[config.mk]
export PLATFORM = sky130hd
export DESIGN_NAME = write_combiner
export DESIGN_NICKNAME = d
export VERILOG_FILES = /design/src/rtl/write_combiner.sv
export SDC_FILE = /design/constraint.sdc
export NUM_CORES = 1
export LEC_CHECK = 0
export CAP_MARGIN = 30
export CORE_ASPECT_RATIO = 1.2
export CORE_MARGIN = 2
export CORE_UTILIZATION = 39
export CTS_BUF_LIST = sky130_fd_sc_hd__clkbuf_4
export DETAILED_ROUTE_END_ITERATION = 10
export PLACE_DENSITY_LB_ADDON = 0.25
export SKIP_CTS_REPAIR_TIMING = 1
export SLEW_MARGIN = 20
export SYNTH_ARGS = -nofsm -noshare
export SYNTH_HDL_FRONTEND = slang
export SYNTH_SLANG_ARGS = --single-unit
[constraint.sdc]
create_clock -name i_clock -period 2.2 [get_ports i_clock]
set_clock_uncertainty 0.15 [all_clocks]
set_input_delay 0.44 -clock i_clock [delete_from_list [all_inputs] [get_ports i_clock]]
set_output_delay 0.44 -clock i_clock [all_outputs]
set_load 0.02 [all_outputs]
[src/rtl/write_combiner.sv]
// write_combiner: merges consecutive partial-word stores to one address into a
// single masked word write. At most one pending word is held. It is written
// downstream on an address change, on any read, on i_flush, or after TIMEOUT
// idle cycles. Reads are issued only after the held word has been written, so
// read-after-write ordering is kept.
`timescale 1ns/1ps
module write_combiner #(
  parameter int ADDRESS_WIDTH = 32,
  parameter int TIMEOUT       = 8
) (
  input  logic                     i_clock,
  input  logic                     i_reset,
  input  logic                     i_flush,
  output logic                     o_empty,
  output logic                     o_bus_rw,
  output logic                     o_bus_request,
  input  logic                     i_bus_ready,
  output logic [ADDRESS_WIDTH-1:0] o_bus_address,
  output logic [31:0]              o_bus_wdata,
  output logic [3:0]               o_bus_wmask,
  input  logic [31:0]              i_bus_rdata,
  input  logic                     i_rw,
  input  logic                     i_request,
  output logic                     o_ready,
  input  logic [ADDRESS_WIDTH-1:0] i_address,
  input  logic [31:0]              i_wdata,
  input  logic [3:0]               i_wmask,
  output logic [31:0]              o_rdata
);

  typedef enum logic [2:0] {
    ST_IDLE  = 3'd0,
    ST_ACK   = 3'd1,
    ST_FLUSH = 3'd2,
    ST_GAP   = 3'd3,
    ST_READ  = 3'd4
  } state_t;

  // Last idle_count value before the automatic flush fires.
  localparam logic [7:0] TIMEOUT_LAST = 8'(TIMEOUT - 1);

  // Byte-lane merge: lanes selected by mask take the new data, others keep base.
  function automatic logic [31:0] merge_bytes(input logic [31:0] base,
                                              input logic [31:0] data,
                                              input logic [3:0]  mask);
    logic [31:0] result;
    result = base;
    for (int b = 0; b < 4; b++) begin
      if (mask[b]) begin
        result[8*b +: 8] = data[8*b +: 8];
      end else begin
        result[8*b +: 8] = base[8*b +: 8];
      end
    end
    return result;
  endfunction

  state_t                   state_q, state_d;
  logic                     hold_valid_q, hold_valid_d;
  logic [ADDRESS_WIDTH-1:0] hold_address_q, hold_address_d;
  logic [31:0]              hold_wdata_q, hold_wdata_d;
  logic [3:0]               hold_wmask_q, hold_wmask_d;
  logic [7:0]               idle_count_q, idle_count_d;
  logic                     addr_match_s;

  assign addr_match_s = (i_address == hold_address_q);

  // State and hold register update; reset discards any held word.
  always_ff @(posedge i_clock) begin
    if (i_reset) begin
      state_q        <= ST_IDLE;
      hold_valid_q   <= 1'b0;
      hold_address_q <= '0;
      hold_wdata_q   <= 32'h0000_0000;
      hold_wmask_q   <= 4'b0000;
      idle_count_q   <= 8'd0;
    end else begin
      state_q        <= state_d;
      hold_valid_q   <= hold_valid_d;
      hold_address_q <= hold_address_d;
      hold_wdata_q   <= hold_wdata_d;
      hold_wmask_q   <= hold_wmask_d;
      idle_count_q   <= idle_count_d;
    end
  end

  // Next-state logic: request arbitration in IDLE, handshakes elsewhere.
  always_comb begin
    state_d        = state_q;
    hold_valid_d   = hold_valid_q;
    hold_address_d = hold_address_q;
    hold_wdata_d   = hold_wdata_q;
    hold_wmask_d   = hold_wmask_q;
    idle_count_d   = idle_count_q;
    case (state_q)
      ST_IDLE: begin
        if (i_flush && hold_valid_q) begin
          state_d = ST_FLUSH;
        end else if (i_request && i_rw && (!hold_valid_q || addr_match_s)) begin
          // A fresh load starts from an empty word so stale lanes never leak.
          hold_valid_d   = 1'b1;
          hold_address_d = i_address;
          hold_wdata_d   = merge_bytes(hold_valid_q ? hold_wdata_q : 32'h0000_0000,
                                       i_wdata, i_wmask);
          hold_wmask_d   = (hold_valid_q ? hold_wmask_q : 4'b0000) | i_wmask;
          idle_count_d   = 8'd0;
          state_d        = ST_ACK;
        end else if (i_request && i_rw) begin
          // Different address: write out the old word; the store stays pending.
          state_d = ST_FLUSH;
        end else if (i_request) begin
          state_d = hold_valid_q ? ST_FLUSH : ST_READ;
        end else if (hold_valid_q && (idle_count_q == TIMEOUT_LAST)) begin
          state_d = ST_FLUSH;
        end else if (hold_valid_q) begin
          idle_count_d = idle_count_q + 8'd1;
        end else begin
          idle_count_d = idle_count_q;
        end
      end
      ST_ACK: begin
        if (!i_request) begin
          state_d = ST_IDLE;
        end else begin
          state_d = ST_ACK;
        end
      end
      ST_FLUSH: begin
        if (i_bus_ready) begin
          hold_valid_d = 1'b0;
          idle_count_d = 8'd0;
          state_d      = ST_GAP;
        end else begin
          state_d = ST_FLUSH;
        end
      end
      ST_GAP: begin
        state_d = ST_IDLE;
      end
      ST_READ: begin
        if (!i_request) begin
          state_d = ST_GAP;
        end else begin
          state_d = ST_READ;
        end
      end
      default: begin
        state_d = ST_IDLE;
      end
    endcase
  end

  // Output decode from the registered state and hold register.
  always_comb begin
    o_bus_request = 1'b0;
    o_bus_rw      = 1'b0;
    o_bus_address = '0;
    o_bus_wdata   = 32'h0000_0000;
    o_bus_wmask   = 4'b0000;
    o_ready       = 1'b0;
    o_rdata       = i_bus_rdata;
    o_empty       = !hold_valid_q && (state_q != ST_FLUSH) && (state_q != ST_GAP);
    case (state_q)
      ST_ACK: begin
        o_ready = 1'b1;
      end
      ST_FLUSH: begin
        o_bus_request = 1'b1;
        o_bus_rw      = 1'b1;
        o_bus_address = hold_address_q;
        o_bus_wdata   = hold_wdata_q;
        o_bus_wmask   = hold_wmask_q;
      end
      ST_READ: begin
        o_bus_request = 1'b1;
        o_bus_rw      = 1'b0;
        o_bus_address = i_address;
        o_ready       = i_bus_ready;
      end
      default: begin
        o_ready = 1'b0;
      end
    endcase
  end

endmodule

# Word level (Yosys, flattened, before mapping)
# Cells that the tools add are included.
[totals]
regBits = 80
output_inout_bits = 104
in_bits = 106
[classes]
n_addsub = 1
eq_ne = 19
reduce_logical = 18
muxes = 34
n_bitwise = 2
[ops]
columns = ["op", "count"]
rows = [
  ["2-to-1 mux 8 bit", 11],
  ["2-to-1 mux 32 bit", 2],
  ["one-hot mux 32 bit (2 select lines)", 1],
  ["equality test 32 bit", 1],
  ["2-to-1 mux 3 bit", 7],
  ["AND reduction 4 bit", 5],
  ["one-hot mux 8 bit (2 select lines)", 1],
  ["!= test 2 bit (second input constant)", 7],
  ["!= test 3 bit (second input constant)", 4],
  ["one-hot mux 3 bit (4 select lines)", 1],
  ["adder 8 x 1 -> 8 bit (second input constant)", 1],
  ["equality test 8 x 3 -> 1 bit (second input constant)", 1],
  ["2-to-1 mux 4 bit", 2],
  ["2-to-1 mux 1 bit", 7],
  ["AND reduction 7 bit", 1],
  ["logical AND 1 bit", 6],
  ["!= test 3 x 2 -> 1 bit (second input constant)", 2],
  ["!= test 6 bit (second input constant)", 1],
  ["bitwise OR 4 bit", 1],
  ["one-hot mux 1 bit (2 select lines)", 2],
  ["equality test 3 x 1 -> 1 bit (second input constant)", 1],
  ["equality test 3 x 2 -> 1 bit (second input constant)", 1],
  ["equality test 3 bit (second input constant)", 1],
  ["zero test 3 bit", 1],
  ["other kinds (6)", 6],
]

# Longest topological paths before layout
[logic_depth]
depth_word = 8
mapped_depth = 8
ltp_nobuf = 7

# Worst setup path before layout
# Ideal clock, no wire load.
[synth_timing]
path_type = "input -> register"
from = "input port i_address[30]"
to = "register idle_count_q[5]"
path_slack_ps = 19
setup_time_ps = 73
arrival_ps = 1958
required_ps = 1977
path_stages = 7
n_path_buf = 0
cell_sequence = "xor2_1 > nor4_2 > nand4_1 > o2111ai_2 > nand3_2 > or4_1 > a21oi_1"
[synth_between]
elab_chain_len = 6
word_cells_on_any_way = 11
[synth_rtl]
columns = ["item", "line", "source"]
rows = [
  ["start, declared", "25", "input logic [ADDRESS_WIDTH-1:0] i_address,"],
  ["equality test 32 bit *", "66", "assign addr_match_s = (i_address == hold_address_q);"],
  ["logical OR 1 bit *", "99", "end else if (i_request && i_rw && (!hold_valid_q || addr_match_s)) begin"],
  ["logical AND 1 bit *", "99", ""],
  ["2-to-1 mux 8 bit", "99", ""],
  ["2-to-1 mux 8 bit", "97", "if (i_flush && hold_valid_q) begin"],
  ["one-hot mux 8 bit (2 select lines)", "95", "case (state_q)"],
  ["end signal, assigned", "83", "idle_count_q <= idle_count_d;"],
  ["end, declared", "63", "logic [7:0] idle_count_q, idle_count_d;"],
]
# Mark *: on every way between the ends. The rest lies on a longest branch, timed or not. The select of a mux whose other input is x is not followed.
# A chain may end at the register's enable or synchronous reset.

# Final worst setup path
[layout_timing]
from = "input port i_address[11]"
to = "register hold_address_q[11]"
[layout_between]
elab_chain_len = 4
[layout_rtl]
columns = ["item", "line", "source"]
rows = [
  ["equality test 32 bit", "66", ""],
  ["logical OR 1 bit", "99", ""],
  ["logical AND 1 bit", "99", ""],
  ["AND reduction 3 bit (no line)", "n/a", ""],
  ["end signal, assigned", "80", "hold_address_q <= hold_address_d;"],
  ["end, declared", "60", "logic [ADDRESS_WIDTH-1:0] hold_address_q, hold_address_d;"],
]
# Several ways; a longest one is shown, not always the timed one.

==> results.txt <==
----------------------------------------------------
[Global route]
  Initial antenna violation count ... 0
  Via count of the first global-routing pass ... just over 4000
  Global-route wire length before repair ... 19730 um
  Pin count of the biggest net entering global routing ... between 40 and 50
  GRT overflow ... 0
  Overall routing resource usage ... 0.2016

[Synthesis]
  Average footprint of a synthesized cell ... just under 9 sq um
  Share of synthesized area occupied by flip-flops and latches ... 0.3570
  Distinct cell type count after synthesis ... 40
  Synthesis warning total ... 0
  Top flip-flop cell by instance count after synthesis ... dfxtp_1
  Area of the mapped netlist ... roughly 4500 sq um
  Post-synth top area cell ... dfxtp_1
  Cells after Synth ... 507
  Post-synthesis register bit count ... 80
  Net count after synthesis ... between 600 and 700
  Top-area cell type share of the netlist area ... 0.3570
  Cell types occupying the most area after synthesis ... dfxtp_1, mux2i_1, and2_1, xor2_1, nor2_1
  Number of flops mapped to enable cells by yosys ... 0
  Fraction of registers with async set/reset ... 0

[Critical path]
  Register-to-register setup slack ... -140 ps
  Data required, critical path ... roughly 2400 ps
  Type of the setup path with the least slack ... in -> reg
  CP Launch Point ... i_address[11]
  Max Fanout on Critical Path ... 9
  Depth of the worst register-to-register path ... 8
  Crit end category ... flip-flop
  Startpoint of the lowest-slack register-to-register path ... hold_address_q[4]
  Capture instance of the worst register-to-register path ... idle_count_q[2]
  Critical Path Start Type ... input port
  Arrival time reported for the critical path endpoint ... about 2600 ps

[Finish]
  Most common library cell in the layout ignoring fill and taps ... buf_4
  Antenna diode count ... 0
  Top library cells by usage in the layout, fill and taps aside ... buf_4, nor2_1, dfxtp_1
  Proportion of layout cells with a drive suffix above 1 ... 0.3367
  Area added between synthesis and finish ... 55.15%
  Number of nets in the finished design ... approximately 800

[Power and ir drop]
  Switching Fraction ... 0.3365
  Power consumption ... approximately 4 mW
  Internal power of the cells ... approximately 2.6 mW
  Static leakage ... 3.522 nW
  Peak VDD IR ... between 0.2 and 0.3 mV
  Sequential cell fraction of total power ... 0.407
  NetSw ... 1.340 mW
  Pwr/cell area ... between 500 and 600 nW/um^2
  Combinational share of power ... 0.405
  Clock network fraction of design power ... 0.188

[STA]
  Min Clock Period, post-route ... between 2000 and 2500 ps
  Hold Vio Cnt, Final ... 0
  Final-report max-slew violation count ... 0
  Upper clock frequency limit ... approximately 420 MHz
  RSZ-0062 raised after global routing ... true
  Post-layout worst setup margin ... -188.4 ps
  Tightest slew margin relative to the limit ... 0.7509
  Slew of the pin with the lowest slew margin ... between 300 and 400 ps
  Share of the clock period used by the worst path after layout ... 1.086
  Total of endpoints with negative setup slack in the final report ... around 140

[Min path]
  Hold path startpoint ... i_address[1]
  Hold Path Cell Cnt ... 3
  Sink of the worst hold path ... hold_address_q[1]
  Worst hold path type ... in -> reg

[Placed design]
  Port bufs ... about 150
  Weighted congestion at the end of routability-driven global placement ... 0.8252
  Worst slack at placement ... -853.9 ps
  Sum of net half-perimeters after detailed placement ... 9118 um

[Routing]
  Sum of routed wire length over all layers ... 14000 um
  Post-DR wirelength/cell ... approximately 17 um
  Number of nets still failing antenna checks after routing ... 0
  Detailed Routing Iterations Pass 1 ... 5
  Residual DRC count ... 0
  Number of DRC markers in iteration 0 ... between 150 and 200
  Average vias per placed instance ... 5.045
  Via Count ... ~4300

[Clock network]
  Total number of H-tree levels ... 3
  Clock net sink count ... 80
  Clock input transition at the sequential cells of the worst setup and hold paths ... 130 ps
  Clock buffer count from CTS ... 9
  Insertion delay of the later-clocked pin in the worst-skew pair ... approximately 430 ps
  Cell chosen for the clock root ... clkbuf_4
  Maximum clock insertion buffer count ... 2
  CTS tree ... built

[Die]
  Die boundary height ... 121.5 um
  Number of primary I/O pins ... 210
  Floorplan die area ... 12380 sq um
  Placement Rows ... 42
  Die width ... slightly above 100 um
  Core outline area ... roughly 11000 sq um
  Starting Density ... 0.4026

[Run status]
  Failing checks ... negative setup slack
  Result of the run ... finished with violations

[Job]
  Number of max-cap violations ... 0

----------------------------------------------------
power by group through the flow:
stage                     clock (mW)  sequential (mW)  combinational (mW)
after floorplan                    0             1.63               0.785
after detailed placement           0             1.65                1.32
after global placement             0             1.64                1.30
final                          0.750             1.62                1.61
after global routing           0.832             1.63                1.71
after CTS                      0.775             1.61                1.32
synthesized netlist by cell type (all sizes together), types with 2 or more instances:
library cell	count
o31ai	3
dfxtp	80
or4	2
xor2	33
a22o	32
nand3b	3
a31oi	2
and2	69
nor2	74
a211oi	2
clkbuf	25
o21ai	7
mux2i	65
nand4	4
a21oi	15
inv	3
nor3	2
nor4	9
or3	4
buf	42
nand3	8
nand2	13
critical path, stage by stage:
cell and delay [ps]:
clkdlybuf4s50_1 470, xor2_1 170, nor4_1 300, nand4_1 200
buf_4 190, o21ai_2 110, buf_6 150, nand2_4 100
buf_12 180, mux2i_1 170, nor2_1 70
registers in the layout, summed over array words and instances, names as in the netlist:
| name | count |
|---|---|
| hold_address_q | 32 |
| hold_wdata_q | 32 |
| idle_count_q | 8 |
| hold_wmask_q | 4 |
| state_q | 3 |
| hold_valid_q | 1 |
worst max-delay path by stage:
stage / slack (ps) / cells past startpoint / end
5_1_grt: -250 / 11 / hold_address_q[11]
4_1_cts: -670 / 5 / o_bus_address[0]
3_5_place_dp: -850 / 9 / idle_count_q[5]
6_report: -190 / 11 / hold_address_q[11]
3_3_place_gp: -800 / 9 / idle_count_q[5]
2_1_floorplan: 20 / 7 / idle_count_q[5]
stage by stage:
step                      hold slack (ps)  TNS, ps    util  cell area [sq um]  std cells
after floorplan                     281.7        0       -               4486        507
after global placement              289.5   -58020  0.5703               6354        813
after detailed placement            296.3   -57850  0.5703               6354        813
after CTS                           210.4   -52490  0.5796               6457        827
after global routing                189.2   -23430  0.6247               6959        846
final                               199.3   -14380  0.6247               6959        846
kinds of logic after synthesis:
| kind of cell | after synthesis | synth area share |
|---|---|---|
| AND/OR/NAND/NOR | 193 | 0.2312 |
| flip-flops | 80 | 0.3570 |
| buffers and inverters | 70 | 0.09093 |
| AO/OA/AOI/OAI | 65 | 0.1085 |
| multiplexers | 65 | 0.1450 |
| XOR/XNOR | 33 | 0.06444 |
| adder cells (fa/ha/maj) | 1 | 0.002789 |
layer usage:
metal | routed length [um] | global-route usage | vias to the layer above
li1 | - | - | 2063
met5 | 0 | 0 | -
met1 | 5479 | 0.2304 | 2030
met4 | 357 | 0.09167 | 0
met2 | 7174 | 0.3462 | 139
met3 | 991 | 0.05415 | 36
cell type report:
class | count | area [sq um]
inverters | 3 | 11.26
clock buffers | 11 | 82.58
well taps | 154 | 192.7
multi-input cells | 357 | 2636
fillers | 951 | 4182
flip-flops and latches | 80 | 1612
clock inverters | 3 | 21.27
repair buffers | 238 | 2404
No activity file was read; power rests on OpenSTA's default activity.
